$ cat src/rtl/sfp_peer_frame_unpacker.sv
// Rebuilds the remote MPS nine-word status snapshot from 6-beat peer telemetry frames.
// Latency: snapshot and o_frame_valid update one cycle after the edge accepting beat5.
// Backpressure: none; s_peer_tready simply mirrors i_en, so every beat is taken while enabled.
module sfp_peer_frame_unpacker #(
  parameter logic [15:0] SYNC_WORD = 16'hA55A,
  parameter int          TIMEOUT   = 1024
) (
  input  logic        i_clk,
  input  logic        i_rst,
  input  logic        i_en,
  input  logic [63:0] s_peer_tdata,
  input  logic        s_peer_tvalid,
  output logic        s_peer_tready,
  output logic [31:0] o_status,
  output logic [31:0] o_intl,
  output logic [31:0] o_c,
  output logic [31:0] o_v,
  output logic [31:0] o_dc_c,
  output logic [31:0] o_dc_v,
  output logic [31:0] o_phase_r,
  output logic [31:0] o_phase_s,
  output logic [31:0] o_phase_t,
  output logic [7:0]  o_src_id,
  output logic [31:0] o_seq,
  output logic        o_frame_valid,
  output logic [15:0] o_frame_cnt,
  output logic [15:0] o_hdr_err_cnt,
  output logic [15:0] o_crc_err_cnt,
  output logic [15:0] o_seq_err_cnt,
  output logic [15:0] o_timeout_cnt
);

  localparam int IW = (TIMEOUT > 2) ? $clog2(TIMEOUT) : 1;

  typedef enum logic [1:0] {
    S_HUNT,
    S_DATA,
    S_COMMIT
  } state_t;

  state_t        state, state_nxt;

  // shadow copy of the frame being assembled
  logic [7:0]    sh_id;
  logic [31:0]   sh_seq;
  logic [31:0]   sh_w [9];
  logic [2:0]    beat_idx;
  logic [31:0]   run_xor;
  logic [IW-1:0] idle_cnt;

  // published snapshot
  logic [31:0]   snap [9];
  logic          have_prior;

  logic [31:0]   hi_w, lo_w;
  logic          accept, hunt_rules, hdr_ok;
  logic          hdr_take, hdr_bad, last_beat, crc_ok, crc_bad, tmo, do_commit, seq_gap;

  assign s_peer_tready = i_en;
  assign hi_w          = s_peer_tdata[63:32];
  assign lo_w          = s_peer_tdata[31:0];

  // Event decode; COMMIT applies header-hunting rules so back-to-back frames are not lost
  always_comb begin
    accept     = s_peer_tvalid & i_en;
    hunt_rules = (state != S_DATA);
    hdr_ok     = (s_peer_tdata[63:48] == SYNC_WORD) && (s_peer_tdata[39:32] == 8'd9);
    hdr_take   = accept & hunt_rules & hdr_ok;
    hdr_bad    = accept & hunt_rules & ~hdr_ok;
    last_beat  = accept && (state == S_DATA) && (beat_idx == 3'd5);
    crc_ok     = ((run_xor ^ hi_w) == lo_w);
    crc_bad    = last_beat & ~crc_ok;
    tmo        = i_en && (state == S_DATA) && !accept && (idle_cnt == IW'(TIMEOUT - 1));
    // the frame is already fully checked when COMMIT is reached, so it publishes even if i_en drops
    do_commit  = (state == S_COMMIT);
    seq_gap    = have_prior && (sh_seq != (o_seq + 32'd1));
  end

  // Next-state selection
  always_comb begin
    state_nxt = S_HUNT;
    if (i_en) begin
      case (state)
        S_HUNT, S_COMMIT: state_nxt = hdr_take ? S_DATA : S_HUNT;
        S_DATA: begin
          if (last_beat)  state_nxt = crc_ok ? S_COMMIT : S_HUNT;
          else if (tmo)   state_nxt = S_HUNT;
          else            state_nxt = S_DATA;
        end
        default:          state_nxt = S_HUNT;
      endcase
    end
  end

  // State register
  always_ff @(posedge i_clk or negedge i_rst) begin
    if (!i_rst) state <= S_HUNT;
    else        state <= state_nxt;
  end

  // Frame assembly: header latch, per-beat shadow store, running XOR and idle timer
  always_ff @(posedge i_clk or negedge i_rst) begin
    if (!i_rst) begin
      sh_id    <= '0;
      sh_seq   <= '0;
      beat_idx <= '0;
      run_xor  <= '0;
      idle_cnt <= '0;
      for (int i = 0; i < 9; i++) sh_w[i] <= '0;
    end else if (hdr_take) begin
      sh_id    <= s_peer_tdata[47:40];
      sh_seq   <= lo_w;
      beat_idx <= 3'd1;
      run_xor  <= hi_w ^ lo_w;
      idle_cnt <= '0;
    end else if (state == S_DATA && accept) begin
      case (beat_idx)
        3'd1:    begin sh_w[0] <= hi_w; sh_w[1] <= lo_w; end
        3'd2:    begin sh_w[2] <= hi_w; sh_w[3] <= lo_w; end
        3'd3:    begin sh_w[4] <= hi_w; sh_w[5] <= lo_w; end
        3'd4:    begin sh_w[6] <= hi_w; sh_w[7] <= lo_w; end
        default: sh_w[8] <= hi_w;
      endcase
      run_xor  <= run_xor ^ hi_w ^ lo_w;
      beat_idx <= beat_idx + 3'd1;
      idle_cnt <= '0;
    end else if (state == S_DATA) begin
      idle_cnt <= idle_cnt + IW'(1);
    end
  end

  // Coherent snapshot publish: all words, id and sequence move on the same edge
  always_ff @(posedge i_clk or negedge i_rst) begin
    if (!i_rst) begin
      for (int i = 0; i < 9; i++) snap[i] <= '0;
      o_src_id      <= '0;
      o_seq         <= '0;
      o_frame_valid <= 1'b0;
      have_prior    <= 1'b0;
    end else begin
      o_frame_valid <= do_commit;
      if (do_commit) begin
        for (int i = 0; i < 9; i++) snap[i] <= sh_w[i];
        o_src_id   <= sh_id;
        o_seq      <= sh_seq;
        have_prior <= 1'b1;
      end
    end
  end

  // Link-health counters, all free-running and wrapping
  always_ff @(posedge i_clk or negedge i_rst) begin
    if (!i_rst) begin
      o_frame_cnt   <= '0;
      o_hdr_err_cnt <= '0;
      o_crc_err_cnt <= '0;
      o_seq_err_cnt <= '0;
      o_timeout_cnt <= '0;
    end else begin
      if (do_commit)            o_frame_cnt   <= o_frame_cnt + 16'd1;
      if (do_commit && seq_gap) o_seq_err_cnt <= o_seq_err_cnt + 16'd1;
      if (hdr_bad)              o_hdr_err_cnt <= o_hdr_err_cnt + 16'd1;
      if (crc_bad)              o_crc_err_cnt <= o_crc_err_cnt + 16'd1;
      if (tmo)                  o_timeout_cnt <= o_timeout_cnt + 16'd1;
    end
  end

  assign o_status  = snap[0];
  assign o_intl    = snap[1];
  assign o_c       = snap[2];
  assign o_v       = snap[3];
  assign o_dc_c    = snap[4];
  assign o_dc_v    = snap[5];
  assign o_phase_r = snap[6];
  assign o_phase_s = snap[7];
  assign o_phase_t = snap[8];

endmodule

$ cat config.mk
export PLATFORM = sky130hd
export DESIGN_NAME = sfp_peer_frame_unpacker
export DESIGN_NICKNAME = d
export VERILOG_FILES = /design/src/rtl/sfp_peer_frame_unpacker.sv
export SDC_FILE = /design/constraint.sdc
export NUM_CORES = 1
export LEC_CHECK = 0
export BUFFER_PORTS_ARGS = -buffer_cell sky130_fd_sc_hd__buf_2
export CORE_UTILIZATION = 40
export DETAILED_ROUTE_END_ITERATION = 10
export HOLD_SLACK_MARGIN = 0.08
export PLACE_DENSITY = 0.64
export SLEW_MARGIN = 20
export SYNTH_ARGS = -nofsm -noshare
export SYNTH_HDL_FRONTEND = slang
export SYNTH_SLANG_ARGS = --single-unit
$ cat constraint.sdc
create_clock -name i_clk -period 3.05 [get_ports i_clk]
set_input_delay 0.61 -clock i_clk [delete_from_list [all_inputs] [get_ports i_clk]]
set_output_delay 0.61 -clock i_clk [all_outputs]
set_load 0.01 [all_outputs]
-- After elaboration in Yosys (flattened, before gate mapping)
Cells that the tools add are included.
Widths: inputs -> output; s select.
- add/subtract/negate cells: 8
- eq/ne operators: 13
- mux-type cells: 13
- bitwise logic cells: 12
- reductions and logical operators: 19
- operators by type and width (operator ; number):
    $xor 32x32->32 ; 3
    $add 16x1->16 const B ; 5
    $mux 32 ; 2
    $add 32x1->32 const B ; 1
    $eq 32x32->1 ; 1
    $ne 32x32->1 ; 1
    $mux 10 ; 3
    $eq 16x16->1 const B ; 1
    $reduce_and 3->1 ; 5
    $add 10x1->10 const B ; 1
    $eq 10x10->1 const B ; 1
    $eq 8x4->1 const B ; 1
    $logic_and 1x1->1 ; 8
    $eq 3x2->1 const B ; 2
    $eq 3x3->1 const B ; 2
    $mux 2 ; 3
    $mux 3 ; 2
    $and 1x1->1 ; 5
    $not 1->1 ; 4
    $pmux 2 s2 ; 1
    $reduce_or 4->1 ; 1
    $add 3x1->3 const B ; 1
    $eq 3x1->1 const B ; 1
    $reduce_bool 3->1 ; 1
    8 further kinds ; 9
- register bits after elaboration: 785
- input port bits: 68
- output and inout port bits: 410
- logic and storage cells: 98

-- Logic depth before layout (Yosys ltp)
- depth after elaboration: 8
- gate-level depth with buffers: 11
- depth with buffers taken out: 9

-- Worst setup path before layout
Ideal clock, no wire load.
- path type: register to register
- start: register o_seq[0]
- end: register o_seq_err_cnt[1]
- arrival time: 2652 ps
- required time: 2925 ps
- setup slack: 273 ps
- stages on the path, launching flop included: 11
- path buffers: 1
- period minus slack after synthesis: 2777 ps
- cell sequence: dfrtp_1 ha_1 nand3_4 or4_4 nand4_1 o311ai_1 a2bb2oi_1 and4_1 buf_2 or3_4 mux2_4
- longest elaborated chain between the ends: 4
- ends and longest elaborated chain (element ; line ; source):
    start: declaration ; 24 ; output logic [31:0] o_seq,
    start signal: assignment ; 145 ; o_seq <= sh_seq;
    $add 32x1->32 ; 76 ; seq_gap = have_prior && (sh_seq != (o_seq + 32'd1));
    $ne 32x32->1 ; 76 ;
    $logic_and 1x1->1 ; 76 ;
    $logic_and 1x1->1 ; 161 ; if (do_commit && seq_gap) o_seq_err_cnt <= o_seq_err_cnt + 16'd1;
    end signal: assignment ; 161 ;
    end: declaration ; 29 ; output logic [15:0] o_seq_err_cnt,
Every way passes these cells.
A chain may end at the register's enable or synchronous reset.

-- Worst setup path after layout
- start: register o_seq[3]
- end: register o_seq_err_cnt[1]
The elaborated chain is that of the path after synthesis.

==> summary.md <==
| Metric | Value |
|---|---|
| CTS H-tree depth | 3 |
| CP Launch Point | o_seq[3]$_DFFE_PN0P_ |
| Power Total | 0.02294 W |
| RePlAce Congestion | 0.8852 |
| Die height | 289.0 um |
| Sequential share of the synthesized area | 0.5962 |
| Post-synth EDFFs | 0 |
| Main flop type after synthesis | dfrtp_1 |
| Peak Freq | 0.3480 GHz |
| # rows | 104 |
| Storage cell area | 19,650 um^2 |
| Synth top area cells | dfrtp_1 (60%), nand2_1 (14%), mux2_2 (10%) |
| Core region area | 81,070 um^2 |
| Buffers added on ports | 477 |
| Die width | 289.0 um |
| WS Path Type | register to register |
| Compound-Gate Fraction of Synth Area | 0.03475 |
| Clock sinks | 785 |
| RSZ-0062 raised after global routing | false |
| Crit path cell chain | nand4_4 > nor4_4 > buf_4 > nand4_1 > and3_1 > a2bb2oi_1 > and4_1 > buf_4 > or3_4 > mux2_4 |
| Setup crit start kind | register |
| Worst skew pair latency | 0.64 ns |
| Hpwl dp | 70,490 um |
| Critical Path RT | 3.56 ns |
| Initial antenna violation count | 11 |
| Post-Synth Simple-Gate Area | 0.1853 |
| Clock root cell | clkbuf_16 |
| Fin crit period | 2.874 ns |
| Worst Skew | 0.05402 ns |
| CP Capture Type | register |
| Power per Cell Area | 564.6 nW/um^2 |
| Routed Antenna Nets | 0 |
| Adder-Cell Fraction of Synth Area | 0.004557 |
| Status | complete, no violations |
| Reg2reg start | o_seq[3]$_DFFE_PN0P_ |
| Final cell count without fillers | 4,754 |
| Initial core utilization | 0.4064 |
| Setup Fix Bufs, Post-CTS | 0 |
| WL final | 101,200 um |
| Syn Inst Count | 3,090 |
| R2r setup slk | 0.18 ns |
| HP Class | input port to register |
| Most common cell after layout, fill and taps aside | nand2_1 |
| Final net count | 3,702 |
| CP max FO | 6 |
| Slew headroom | 0.4309 |
| Hold Startpoint | i_en |
| Sum Neg Setup Slack | 0 ns |
| CP max-delay cell | dfrtp_1 |
| Final period util | 0.9422 |
| CP max stage delay | 0.56 ns |
| Largest family of logic cells by synthesized area | simple AND/OR/NAND/NOR gates |
| Async set-reset flop share out of synthesis | 1.000 |
| Post-Synth XOR/XNOR Area | 0.05176 |
| Pleak | 22.77 nW |
| Least-Margin Pin Slew | 0.8536 ns |
| Total CTS buffers | 86 |
| DR DRC count | 0 |
| Top cell by count, worst path | buf_4 |
| Via/cell ratio | 5.128 |
| Most frequent cells in the layout | nand2_1 (1,185), dfrtp_1 (783), buf_2 (476) |
| Syn Area/Cell | 10.66 um^2 |
| Total gr overflow | 0 |
| Mapped Nets | 3,170 |
| CTS tree | yes |
| WP data arrival | 3.38 ns |
| Largest net degree at the start of global routing | 147 |
| Area Overhead vs Synth | 23.33% |
| First-pass GRT wire length | 151,000 um |
| Fillers | 7,338 |
| # Max-Cap Violations | 0 |
| Flop and latch count out of synthesis | 785 |
| I/O pin cnt | 478 |
| Clock-pin slew on the worst setup and hold paths | 0.06 ns |
| Layout cells sized above 1 | 0.3008 |
| CTS Buffer Depth | 3 |
| Post-DR wirelength/cell | 21.29 um |
| Library cells used by synthesis | 65 |
| Number of global-route vias before repair | 23,848 |
| Hold Fails Final Rpt | 0 |
| Cell Area, Synth | 32,950 um^2 |
| DRT Pass-1 Iters | 5 |
| Area occupied by multi-input gates | 12,640 um^2 |
| Post-synth top area cell | dfrtp_1 |
| Setup violations, final | 0 |
| Yosys top cell area share | 0.5962 |
| Placed Cells | 4,593 |
| Vias | 24,379 |
| Die area | 83,520 um^2 |
| Initial DRC count | 1,748 |
| Synth Warn # | 0 |
| Global-route usage over all layers | 0.2402 |
| Fin. max-slew vios | 0 |
| Mux cell area share after synthesis | 0.1048 |
| Worst vdd ir | 0.4982 mV |
-- area by class of cell --
cell class,instances,share of cell area
diodes,1,0.00006158
clock buffers,121,0.06041
clock inverters,38,0.01727
inverters,11,0.001201
multi-input cells,2110,0.3112
flip-flops and latches,785,0.4835
well taps,1060,0.03264
repair buffers,628,0.09373
-- timing repair --
action / 4_1_cts / 5_1_grt
endpoints found under the hold margin: 31 / 0
setup endpoints to repair: 0 / 15
resized for setup: 0 / 5
hold buffers: 1 / 0
-- worst max-delay path: cells and delay by family, from the launching register on --
| kind | cells | cell delay (ns) |
|---|---|---|
| AO/OA/AOI/OAI | 1 | 0.15 |
| buffers and inverters | 2 | 0.36 |
| flip-flops | 1 | 0.56 |
| multiplexers | 1 | 0.30 |
| AND/OR/NAND/NOR | 6 | 1.37 |
-- cell usage after synthesis, types with 4 or more instances --
cell and instances:
clkbuf_1 171, and3_1 16, nand4b_1 5, nor2_1 53, ha_1 12, xnor2_1 73, and2_1 7, o221ai_1 15
a31oi_1 7, nor4_1 15, nand4_1 36, o221a_2 15, mux2i_1 6, nor3_1 23, nor4bb_1 4, buf_1 8
o21ai_0 58, xor2_1 60, nand2_1 1188, nand2b_1 21, and4_1 12, dfrtp_1 785, a311oi_1 9, mux2_2 300
o22ai_1 5, xnor3_1 24, inv_1 10, nand3_1 49, a21oi_1 47
-- per-stage QoR --
step             util  area [um^2]  hold WS [ns]  setup slack [ns]
6_report       0.5012        40630        0.3189            0.1763
5_1_grt        0.5012        40630        0.2960          0.006159
4_1_cts        0.5010        40620        0.2921           0.07386
3_5_place_dp   0.4620        37450        0.4425          0.009857
3_3_place_gp   0.4620        37450        0.4402           0.06838
2_1_floorplan       -        32950        0.3144            0.2734
-- state kept, by name, indices dropped and copies added (netlist names), 10 cells and up --
signal         cells
o_c               32
run_xor           32
o_phase_r         32
o_frame_cnt       16
o_seq             32
o_status          32
o_dc_c            32
o_v               32
o_seq_err_cnt     16
o_phase_t         32
idle_cnt          10
o_crc_err_cnt     16
o_phase_s         32
o_intl            32
o_timeout_cnt     16
sh_seq            32
o_dc_v            32
sh_w             288
o_hdr_err_cnt     16
-- cells by family (layout without fill, tap and decap cells) --
family                   Yosys count  after routing
AND/OR/NAND/NOR                 1458           1458
flip-flops                       785            785
XOR/XNOR                         157            157
AO/OA/AOI/OAI                    176            176
other                              0              1
adder cells (fa/ha/maj)           12             12
buffers and inverters            195            798
multiplexers                     307            307
-- power breakdown --
group | leakage [nW] | internal [W] | switching, W
Combinational | 10.3 | 0.000321 | 0.000625
Sequential | 11.0 | 0.0105 | 0.0000555
Clock | 1.54 | 0.00703 | 0.00445
-- path summary, 6_finish.rpt --
kind | cells after the start | end
worst min-delay path | 2 | state[0]$_DFF_PN0_
max in group asynchronous | 3 | o_dc_v[24]$_DFFE_PN0P_
worst max-delay path | 10 | o_seq_err_cnt[1]$_DFFE_PN0P_
min in group asynchronous | 2 | o_v[23]$_DFFE_PN0P_
worst max register to register | 10 | o_seq_err_cnt[1]$_DFFE_PN0P_
worst min register to register | 2 | o_intl[8]$_DFFE_PN0P_
-- metal layers --
| metal | up-vias | part of all wire | global-route usage |
|---|---|---|---|
| li1 | 11246 | - | - |
| met1 | 12335 | 0.46 | 0.3425 |
| met2 | 642 | 0.46 | 0.3744 |
| met3 | 142 | 0.057 | 0.04961 |
| met4 | 14 | 0.021 | 0.05882 |
| met5 | - | 0.00096 | 0 |
(Power assumes the default switching activity.)
